[src/rtl/wam_pkg.sv]
// Shared types and default constants for the whack-a-mole front-panel input block.
package wam_pkg;

    typedef enum logic [1:0] {
        LVL_EASY = 2'd0,
        LVL_MED  = 2'd1,
        LVL_HARD = 2'd2
    } wam_lvl_e;

    localparam int unsigned WAM_N_CH          = 8;
    localparam int unsigned WAM_LEVELS        = 3;
    localparam int unsigned WAM_LVL_W         = 4;
    localparam int unsigned WAM_SCAN_DIV_LOG2 = 19;
    localparam int unsigned WAM_DEB_SAMPLES   = 4;

    // Button lanes sit directly above the N_CH switch lanes in the debounce array.
    localparam int unsigned LANE_START_OFS = 0;
    localparam int unsigned LANE_LFT_OFS   = 1;
    localparam int unsigned LANE_RGT_OFS   = 2;
    localparam int unsigned LANE_BTN_CNT   = 3;

    function automatic int unsigned scan_period(input int unsigned div_log2);
        return 32'd1 << div_log2;
    endfunction

endpackage

[src/rtl/wam_panel_io_if.sv]
// Board-pin / game-logic bundle for the front-panel input controller.
interface wam_panel_io_if
    import wam_pkg::*;
#(
    parameter int unsigned N_CH  = WAM_N_CH,
    parameter int unsigned LVL_W = WAM_LVL_W
);
    logic             pause;
    logic             lock;
    logic             start;
    logic             lft;
    logic             rgt;
    logic [N_CH-1:0]  sw;
    logic             tick;
    logic [N_CH-1:0]  sw_level;
    logic [N_CH-1:0]  tap;
    logic             go;
    logic [LVL_W-1:0] hrdn;
    logic             hrdn_chg;

    modport master (
        output pause, lock, start, lft, rgt, sw,
        input  tick, sw_level, tap, go, hrdn, hrdn_chg
    );

    modport slave (
        input  pause, lock, start, lft, rgt, sw,
        output tick, sw_level, tap, go, hrdn, hrdn_chg
    );
endinterface

[src/rtl/wam_debounce.sv]
// Single-lane tick-sampled debouncer with a one-cycle registered rising-edge pulse.
module wam_debounce
    import wam_pkg::*;
#(
    parameter int unsigned DEB_SAMPLES = WAM_DEB_SAMPLES
) (
    input  logic clk,
    input  logic clr,
    input  logic tick,
    input  logic din,
    output logic level,
    output logic rise
);
    logic [DEB_SAMPLES-1:0] r_hist;
    logic [DEB_SAMPLES-1:0] w_hist_nxt;
    logic                   r_level;
    logic                   r_level_q;
    logic                   r_rise;

    assign w_hist_nxt = {r_hist[DEB_SAMPLES-2:0], din};

    always_ff @(posedge clk) begin
        if (clr) begin
            r_hist    <= '0;
            r_level   <= 1'b0;
            r_level_q <= 1'b0;
            r_rise    <= 1'b0;
        end else begin
            r_level_q <= r_level;
            r_rise    <= r_level & ~r_level_q;
            if (tick) begin
                r_hist <= w_hist_nxt;
                // Mixed histories hold the previous level.
                if (&w_hist_nxt) begin
                    r_level <= 1'b1;
                end else if (~|w_hist_nxt) begin
                    r_level <= 1'b0;
                end
            end
        end
    end

    assign level = r_level;
    assign rise  = r_rise;
endmodule

[src/rtl/wam_panel_io.sv]
// Front-panel input controller: scan tick, synchronise and debounce switches/buttons,
// emit tap/go pulses and track the saturating difficulty level.
module wam_panel_io
    import wam_pkg::*;
#(
    parameter int unsigned N_CH          = WAM_N_CH,
    parameter int unsigned SCAN_DIV_LOG2 = WAM_SCAN_DIV_LOG2,
    parameter int unsigned DEB_SAMPLES   = WAM_DEB_SAMPLES,
    parameter int unsigned LEVELS        = WAM_LEVELS,
    parameter int unsigned LVL_W         = WAM_LVL_W,
    parameter int unsigned LVL_INIT      = LVL_EASY
) (
    input logic           clk,
    input logic           clr,
    wam_panel_io_if.slave bus
);
    localparam int unsigned NL = N_CH + LANE_BTN_CNT;

    logic [SCAN_DIV_LOG2-1:0] r_presc;
    logic                     w_tick;
    logic [NL-1:0]            w_raw;
    logic [NL-1:0]            r_sync1;
    logic [NL-1:0]            r_sync2;
    logic [NL-1:0]            w_level;
    logic [NL-1:0]            w_rise;
    logic                     w_up;
    logic                     w_dn;
    logic [LVL_W-1:0]         r_hrdn;
    logic                     r_hrdn_chg;
    logic                     w_unused_btn_lvl;

    always_ff @(posedge clk) begin
        if (clr) begin
            r_presc <= '0;
        end else begin
            r_presc <= r_presc + SCAN_DIV_LOG2'(1);
        end
    end

    // The prescaler free-runs; pause only masks the strobe, so a paused wrap is simply lost.
    assign w_tick = (r_presc == '1) & ~bus.pause;

    assign w_raw = {bus.rgt, bus.lft, bus.start, bus.sw};

    always_ff @(posedge clk) begin
        if (clr) begin
            r_sync1 <= '0;
            r_sync2 <= '0;
        end else begin
            r_sync1 <= w_raw;
            r_sync2 <= r_sync1;
        end
    end

    for (genvar gi = 0; gi < NL; gi++) begin : g_deb
        wam_debounce #(
            .DEB_SAMPLES(DEB_SAMPLES)
        ) u_deb (
            .clk  (clk),
            .clr  (clr),
            .tick (w_tick),
            .din  (r_sync2[gi]),
            .level(w_level[gi]),
            .rise (w_rise[gi])
        );
    end

    assign w_up = w_rise[N_CH + LANE_RGT_OFS];
    assign w_dn = w_rise[N_CH + LANE_LFT_OFS];

    always_ff @(posedge clk) begin
        if (clr) begin
            r_hrdn     <= LVL_W'(LVL_INIT);
            r_hrdn_chg <= 1'b0;
        end else begin
            r_hrdn_chg <= 1'b0;
            // Simultaneous lft/rgt edges cancel; edges while locked are dropped, not deferred.
            if (!bus.lock && (w_up != w_dn)) begin
                if (w_up && (r_hrdn != LVL_W'(LEVELS - 1))) begin
                    r_hrdn     <= r_hrdn + LVL_W'(1);
                    r_hrdn_chg <= 1'b1;
                end else if (w_dn && (r_hrdn != '0)) begin
                    r_hrdn     <= r_hrdn - LVL_W'(1);
                    r_hrdn_chg <= 1'b1;
                end
            end
        end
    end

    assign bus.tick     = w_tick;
    assign bus.sw_level = w_level[N_CH-1:0];
    assign bus.tap      = w_rise[N_CH-1:0] & {N_CH{~bus.pause}};
    assign bus.go       = w_rise[N_CH + LANE_START_OFS] & ~bus.pause;
    assign bus.hrdn     = r_hrdn;
    assign bus.hrdn_chg = r_hrdn_chg;

    assign w_unused_btn_lvl = ^w_level[NL-1:N_CH];
endmodule

[src/flat_wrapper.sv]
// flat-port wrapper written by rule: the top's interface ports become plain ports
module wam_panel_io_flat import wam_pkg::*;
#(
    parameter int unsigned N_CH          = WAM_N_CH,
    parameter int unsigned SCAN_DIV_LOG2 = WAM_SCAN_DIV_LOG2,
    parameter int unsigned DEB_SAMPLES   = WAM_DEB_SAMPLES,
    parameter int unsigned LEVELS        = WAM_LEVELS,
    parameter int unsigned LVL_W         = WAM_LVL_W,
    parameter int unsigned LVL_INIT      = LVL_EASY
)
  (clk, clr, bus_pause, bus_lock, bus_start, bus_lft, bus_rgt, bus_sw, bus_tick, bus_sw_level, bus_tap, bus_go, bus_hrdn, bus_hrdn_chg);
  wam_panel_io_if #(.N_CH(N_CH), .LVL_W(LVL_W)) bus_i ();
  input logic clk;
  input logic clr;
  input wire logic [$bits(bus_i.pause)-1:0] bus_pause;
  input wire logic [$bits(bus_i.lock)-1:0] bus_lock;
  input wire logic [$bits(bus_i.start)-1:0] bus_start;
  input wire logic [$bits(bus_i.lft)-1:0] bus_lft;
  input wire logic [$bits(bus_i.rgt)-1:0] bus_rgt;
  input wire logic [$bits(bus_i.sw)-1:0] bus_sw;
  output wire logic [$bits(bus_i.tick)-1:0] bus_tick;
  output wire logic [$bits(bus_i.sw_level)-1:0] bus_sw_level;
  output wire logic [$bits(bus_i.tap)-1:0] bus_tap;
  output wire logic [$bits(bus_i.go)-1:0] bus_go;
  output wire logic [$bits(bus_i.hrdn)-1:0] bus_hrdn;
  output wire logic [$bits(bus_i.hrdn_chg)-1:0] bus_hrdn_chg;
  assign bus_i.pause = bus_pause;
  assign bus_i.lock = bus_lock;
  assign bus_i.start = bus_start;
  assign bus_i.lft = bus_lft;
  assign bus_i.rgt = bus_rgt;
  assign bus_i.sw = bus_sw;
  assign bus_tick = bus_i.tick;
  assign bus_sw_level = bus_i.sw_level;
  assign bus_tap = bus_i.tap;
  assign bus_go = bus_i.go;
  assign bus_hrdn = bus_i.hrdn;
  assign bus_hrdn_chg = bus_i.hrdn_chg;
  wam_panel_io #(.N_CH(N_CH), .SCAN_DIV_LOG2(SCAN_DIV_LOG2), .DEB_SAMPLES(DEB_SAMPLES), .LEVELS(LEVELS), .LVL_W(LVL_W), .LVL_INIT(LVL_INIT)) u_core (.clk(clk), .clr(clr), .bus(bus_i));
endmodule
[config.mk]
export PLATFORM = sky130hd
export DESIGN_NAME = wam_panel_io_flat
export DESIGN_NICKNAME = d
export VERILOG_FILES = /design/src/rtl/wam_pkg.sv /design/src/rtl/wam_panel_io_if.sv /design/src/rtl/wam_debounce.sv /design/src/rtl/wam_panel_io.sv /design/src/flat_wrapper.sv
export SDC_FILE = /design/constraint.sdc
export NUM_CORES = 1
export LEC_CHECK = 0
export ABC_AREA = 1
export CORE_ASPECT_RATIO = 0.6
export CORE_MARGIN = 2
export CORE_UTILIZATION = 56
export CTS_CLUSTER_DIAMETER = 120
export CTS_CLUSTER_SIZE = 40
export DETAILED_ROUTE_END_ITERATION = 10
export GPL_ROUTABILITY_DRIVEN = 0
export HOLD_SLACK_MARGIN = 0.08
export PLACE_DENSITY = 0.81
export SETUP_SLACK_MARGIN = 0.2
export SLEW_MARGIN = 20
export SYNTH_ARGS = -nofsm -noshare
export SYNTH_HDL_FRONTEND = slang
export SYNTH_SLANG_ARGS = --single-unit
[constraint.sdc]
create_clock -name clk -period 2.3 [get_ports clk]
set_clock_uncertainty 0.05 [all_clocks]
set_input_delay 0.46 -clock clk [delete_from_list [all_inputs] [get_ports clk]]
set_output_delay 0.46 -clock clk [all_outputs]
set_load 0.01 [all_outputs]
Word level (Yosys, flattened, before mapping)
Index checks and enable logic that the tools add are counted.

word-level totals
  output and inout port bits = 23
  latch bits = 0
  memories kept = 0
  logic and storage cells = 160
  memory bits (writable) = 0
  register bits after elaboration = 112
  memory bits (read-only) = 0
  input bits = 15

cells by class
  div/mod/pow operators = 0
  $add $sub $neg = 3
  eq/ne operators = 14
  reductions and logical operators = 41
  multiply operators = 0
  multiplexer cells = 26
  bitwise operators = 27
  shift-type cells = 0
  order comparisons = 0

operator list
  cell                                                                number
  4-bit AND reduction                                                 11
  4-bit OR reduction                                                  11
  1-bit 2-to-1 mux                                                    24
  2-bit AND reduction                                                 12
  2-bit != test, second input constant                                11
  19-bit by 1-bit adder with 19-bit output, second input constant     1
  19-bit equality test, second input constant                         1
  1-bit AND                                                           13
  1-bit NOT                                                           13
  8-bit AND                                                           1
  4-bit 2-to-1 mux                                                    2
  4-bit by 1-bit adder with 4-bit output, second input constant       1
  4-bit by 2-bit != test with 1-bit output, second input constant     1
  4-bit nonzero test                                                  1
  4-bit by 1-bit subtractor with 4-bit output, second input constant  1
  1-bit logical AND                                                   3
  2-bit nonzero test                                                  1
  2-bit OR reduction                                                  1
  1-bit logical NOT                                                   1
  1-bit != test                                                       1

Depth between registers and ports, before layout
  depth in word-level cells = 4
  gate-level depth with buffers = 13
  mapped depth without buffers = 13

Hierarchy
A second synthesis with hierarchy kept.

unflattened totals
  cells, all modules = 563
  area total of the unflattened synthesis = 4266.6 µm²

by module, submodules not included
  module        area an instance (µm²)  seq. area each (µm²)  times used  cells each
  wam_debounce  212.7                   120.1                 11          28
  wam_panel_io  1926.8                  920.9                 1           255

Least setup slack after synthesis
No wires, ideal clock.

  kind = flip-flop to flip-flop
  start point = register u_core.r_hrdn[1] (netlist: u_core.bus.hrdn[1])
  end point = register u_core.r_hrdn[3] (netlist: u_core.bus.hrdn[3])
  data required time = 2135 ps
  arrival = 1636 ps
  library setup time = 115 ps
  path buffers = 0
  clock period less this slack = 1801 ps
  cell stages (with the launch flop) = 14
  path slack = 499 ps
  cells stage by stage = dfxtp_1 inv_1 nor2_1 nand2_1 nand2_1 ha_1 a21oi_1 nand2_1 nand2_1 inv_1 nor2_1 nand3_1 nand2_1 nor2_1

on the way
  word-level cells in the longest chain between the ends = 4
  elaborated cells on any way between the ends = 10
  those cells by class = add/sub (2); eq/ne (1); mux (2); reduce/logical (5)

RTL lines
  item                                                                                                 RTL line            source
  start, declared                                                                                      wam_panel_io.sv:28  logic [LVL_W-1:0] r_hrdn;
  start signal, assigned                                                                               wam_panel_io.sv:73  r_hrdn <= LVL_W'(LVL_INIT);
  start signal, assigned                                                                               wam_panel_io.sv:80  r_hrdn <= r_hrdn + LVL_W'(1);
  start signal, assigned                                                                               wam_panel_io.sv:83  r_hrdn <= r_hrdn - LVL_W'(1);
  parallel branches: the longest is 4 deep, another holds 4-bit by 1-bit subtractor with 4-bit output  n/a

Several ways; the timed one is not identified. The select of a mux whose other input is x is not followed.
A chain may end at the register's enable or synchronous reset.

Worst setup path after layout
  start point = register u_core.r_presc[0]
  end point = output bus_tick

on the way
  word-level cells in the longest chain between the ends = 2

RTL lines
  item                    RTL line            source
  start, declared         wam_panel_io.sv:19  logic [SCAN_DIV_LOG2-1:0] r_presc;
  start signal, assigned  wam_panel_io.sv:36  r_presc <= r_presc + SCAN_DIV_LOG2'(1);
  19-bit equality test    wam_panel_io.sv:41  assign w_tick = (r_presc == '1) & ~bus.pause;
  1-bit AND               wam_panel_io.sv:41
  end, declared           flat_wrapper.sv:21  output wire logic [$bits(bus_i.tick)-1:0] bus_tick;

Every way passes these cells.

==> results.py <==
metrics = {
    "logic_synthesis": {
        "ys_ff_latch": 112,
        "synth_warnings": 0,
        "yosys.area.top_type": "dfxtp_1",
        "synth_top_cells_by_area": "dfxtp_1, nor2_1, nand2_1",
        "synth.distinct_cells": 29,
        "ys_async_sr_fraction": 0,
        "synth-edff-count": 0,
        "synth_ff_type": "dfxtp_1",
        "syn-mean-instance-area_um2": 7.71,
        "syn-cell-area_um2": 4250,
        "synth_seq_area_share": 0.528,
        "syn_inst": 551,
        "yosysTopAreaCellShare": 0.528,
        "synthesis.nets": 570,
    },
    "final_layout": {
        "fin_cells": 692,
        "multi_input_area_um2": 1610,
        "seq_area_um2": 2250,
        "syn_to_final_growth_pct": 17.6,
        "fill_cells": 598,
        "diodes": 0,
        "layout-drive-gt1-share": 0.0765,
        "nets": 602,
    },
    "power_and_ir_drop": {
        "post-layout-total-power_mw": 3.77,
        "powerDensity_nw_per_um2": 754,
        "p_clk_frac": 0.448,
        "seqPwrFrac": 0.524,
        "switching_share": 0.205,
        "p_comb_frac": 0.028,
        "max-vdd-ir-drop_mv": 0.645,
        "p_sw_mw": 0.774,
        "p_leak_nw": 2.13,
        "power.internal_mw": 2.99,
    },
    "cts": {
        "root_buffer": "clkbuf_16",
        "hold_buffers": 0,
        "cts.htree.levels": 3,
        "numCtsBuffers": 9,
        "cts_num_sinks": 112,
        "clkTransAtPathRegs_ns": 0.07,
        "cts_buffer_depth": 2,
        "tritoncts": "yes",
        "clk_latency_ns": 0.35,
    },
    "floorplan": {
        "die_area_um2": 8320,
        "rows": 24,
        "die_h_um": 71.5,
        "ios": 38,
        "core_area_um2": 7300,
        "die_w_um": 116,
        "initial_core_util": 0.582,
    },
    "drt": {
        "viasPerCell": 4.98,
        "postRouteAntennaNets": 0,
        "dr.pass1.iters": 5,
        "vias": 3446,
        "post_drt_wl_per_cell_um": 12.1,
        "drc": 0,
        "dr.first_iter.drc_count": 253,
        "wl_um": 8400,
    },
    "placement": {
        "dpl.cell_count": 673,
        "port_buffers": 37,
        "dp_hpwl_um": 5560,
    },
    "setup_path": {
        "start_kind": "register",
        "rr_endpoint": "u_core.bus.hrdn[3]$_SDFFE_PP0P_",
        "r2r_slack_ns": 0.48,
        "path_class": "register to output port",
        "crit_fanout": 4,
        "crit_end": "bus_tick",
        "timing.rr.start": "u_core.bus.hrdn[1]$_SDFFE_PP0P_",
        "cp.required_ns": 1.79,
        "crit_path_end_kind": "output port",
        "rr_worst_depth": 13,
        "setup.worst_path.start": "u_core.r_presc[0]$_SDFF_PP0_",
        "crit_arrival_ns": 1.52,
    },
    "timing": {
        "drv_slew": 0,
        "worstMarginPinSlew_ns": 0.549,
        "rsz0062_at_grt": "yes",
        "fin_crit_ns": 2.03,
        "relSlewSlack": 0.634,
        "finalCritPeriodShare": 0.882,
        "finalHoldViolCount": 0,
        "max_freq_ghz": 0.493,
        "setup_violations": 0,
    },
    "min_path": {
        "min_path_type": "register to register",
        "whs_path_depth": 1,
    },
    "global_route": {
        "grt_pass1_wl_um": 14200,
        "grt_overflow": 0,
        "grt_usage": 0.220,
        "antenna_found_initial": 0,
        "grt_max_degree": 55,
        "grt_pass1_vias": 3160,
    },
    "status": {
        "status": "complete, no violations",
    },
    "job": {
        "maxCapViolCount": 0,
    },
}
==> power groups by stage <==
| stage | Sequential, mW | Clock [mW] | Combinational [mW] |
|---|---|---|---|
| global route | 1.98 | 1.79 | 0.119 |
| CTS | 1.97 | 1.71 | 0.106 |
| global placement | 2.02 | 0 | 0.102 |
| finish | 1.97 | 1.69 | 0.106 |
| floorplan | 2.01 | 0 | 0.0604 |
| detailed placement | 2.02 | 0 | 0.106 |
==> critical path, cell delays in order (launching register included) <==
cell and delay (ns):
dfxtp_1 0.35, ha_2 0.19, nand2_1 0.06, inv_2 0.09, nand3_4 0.14, nor2_8 0.13, nand2_4 0.06, clkinv_4 0.05
clkbuf_2 0.11
==> synth_stat cells (2+ instances only) <==
cell,number
a21oi_1,23
buf_1,2
buf_2,5
buf_4,10
buf_6,2
clkbuf_1,8
dfxtp_1,112
ha_1,3
inv_1,60
nand2_1,74
nand3_1,25
nand4_1,13
nor2_1,139
nor3_1,6
nor3_2,2
o21ai_0,11
o21ai_1,39
or2_2,3
xor2_1,4
==> registers in the layout (all words and copies together) (netlist names) <==
name / cells
u_core.bus.hrdn: 4
u_core.bus.hrdn_chg: 1
u_core.g_deb.u_deb.level: 11
u_core.g_deb.u_deb.r_hist: 33
u_core.g_deb.u_deb.r_level_q: 11
u_core.g_deb.u_deb.rise: 11
u_core.r_presc: 19
u_core.r_sync1: 11
u_core.r_sync2: 11
==> layout by cell type (no fill, tap or decap), types with 4 or more instances in the layout <==
| cell type | n |
|---|---|
| nand4_1 | 13 |
| o21ai_0 | 11 |
| a21oi_1 | 23 |
| clkbuf_16 | 9 |
| nor3_1 | 6 |
| o21ai_1 | 39 |
| nand3_1 | 25 |
| nand2_1 | 72 |
| inv_1 | 60 |
| clkdlybuf4s50_1 | 27 |
| nor2_1 | 139 |
| xor2_1 | 4 |
| buf_4 | 11 |
| dfxtp_1 | 109 |
| dlygate4sd2_1 | 9 |
==> stage by stage <==
step                TNS [ns]  cell area (µm²)   util  setup slack (ns)  hold WS, ns
global route               0             4990  0.684             0.189        0.342
floorplan                  0             4250      -             0.499        0.318
finish                     0             4990  0.684             0.272        0.334
detailed placement   -0.0547             4650  0.637           -0.0547        0.324
CTS                        0             4970  0.681             0.113        0.334
global placement     -0.0737             4650  0.637           -0.0737        0.323
==> cells by family after synthesis <==
logic type,after synthesis,share of synthesized area
and+or+nand+nor,267,0.268
DFF,112,0.528
buffers and inverters,90,0.0946
AOI/OAI and AO/OA,74,0.0878
xor gates and xnor gates,4,0.00825
adders and majority gates,4,0.0136
==> what timing repair did <==
item / in CTS / in global routing
resized for setup: 11 / 7
hold endpoints to repair: 0 / 0
pin swaps: 0 / 0
setup endpoints to repair: 10 / 2
buffers inserted: 0 / 3
==> routing by layer <==
layer	share of wire	routed length [µm]	up-vias	track usage
met5	0	0	-	0
met4	0.0045	38	0	0.0622
met3	0.069	576	4	0.0660
met2	0.44	3730	105	0.348
met1	0.48	4060	1545	0.295
li1	-	-	1792	-
==> worst min path at each step <==
stage / start / endpoint / slack (ns)
2_1_floorplan: u_core.g_deb[0].u_deb.r_level_q$_SDFF_PP0_ / u_core.g_deb[0].u_deb.rise$_SDFF_PP0_ / 0.32
3_3_place_gp: u_core.g_deb[9].u_deb.r_level_q$_SDFF_PP0_ / u_core.g_deb[9].u_deb.rise$_SDFF_PP0_ / 0.32
3_5_place_dp: u_core.g_deb[10].u_deb.r_level_q$_SDFF_PP0_ / u_core.g_deb[10].u_deb.rise$_SDFF_PP0_ / 0.32
4_1_cts: u_core.g_deb[10].u_deb.r_level_q$_SDFF_PP0_ / u_core.g_deb[10].u_deb.rise$_SDFF_PP0_ / 0.33
5_1_grt: u_core.g_deb[3].u_deb.r_level_q$_SDFF_PP0_ / u_core.g_deb[3].u_deb.rise$_SDFF_PP0_ / 0.34
6_report: u_core.g_deb[6].u_deb.r_level_q$_SDFF_PP0_ / u_core.g_deb[6].u_deb.rise$_SDFF_PP0_ / 0.33
==> final cells by class <==
cell class / count / share of cell area
multi-input combinational: 349 / 0.322
inverter: 63 / 0.0483
timing repair buffer: 48 / 0.0874
clock inverter: 6 / 0.0183
sequential: 112 / 0.450
tap: 104 / 0.0261
clock buffer: 10 / 0.0478
No activity file was read; power rests on OpenSTA's default activity.
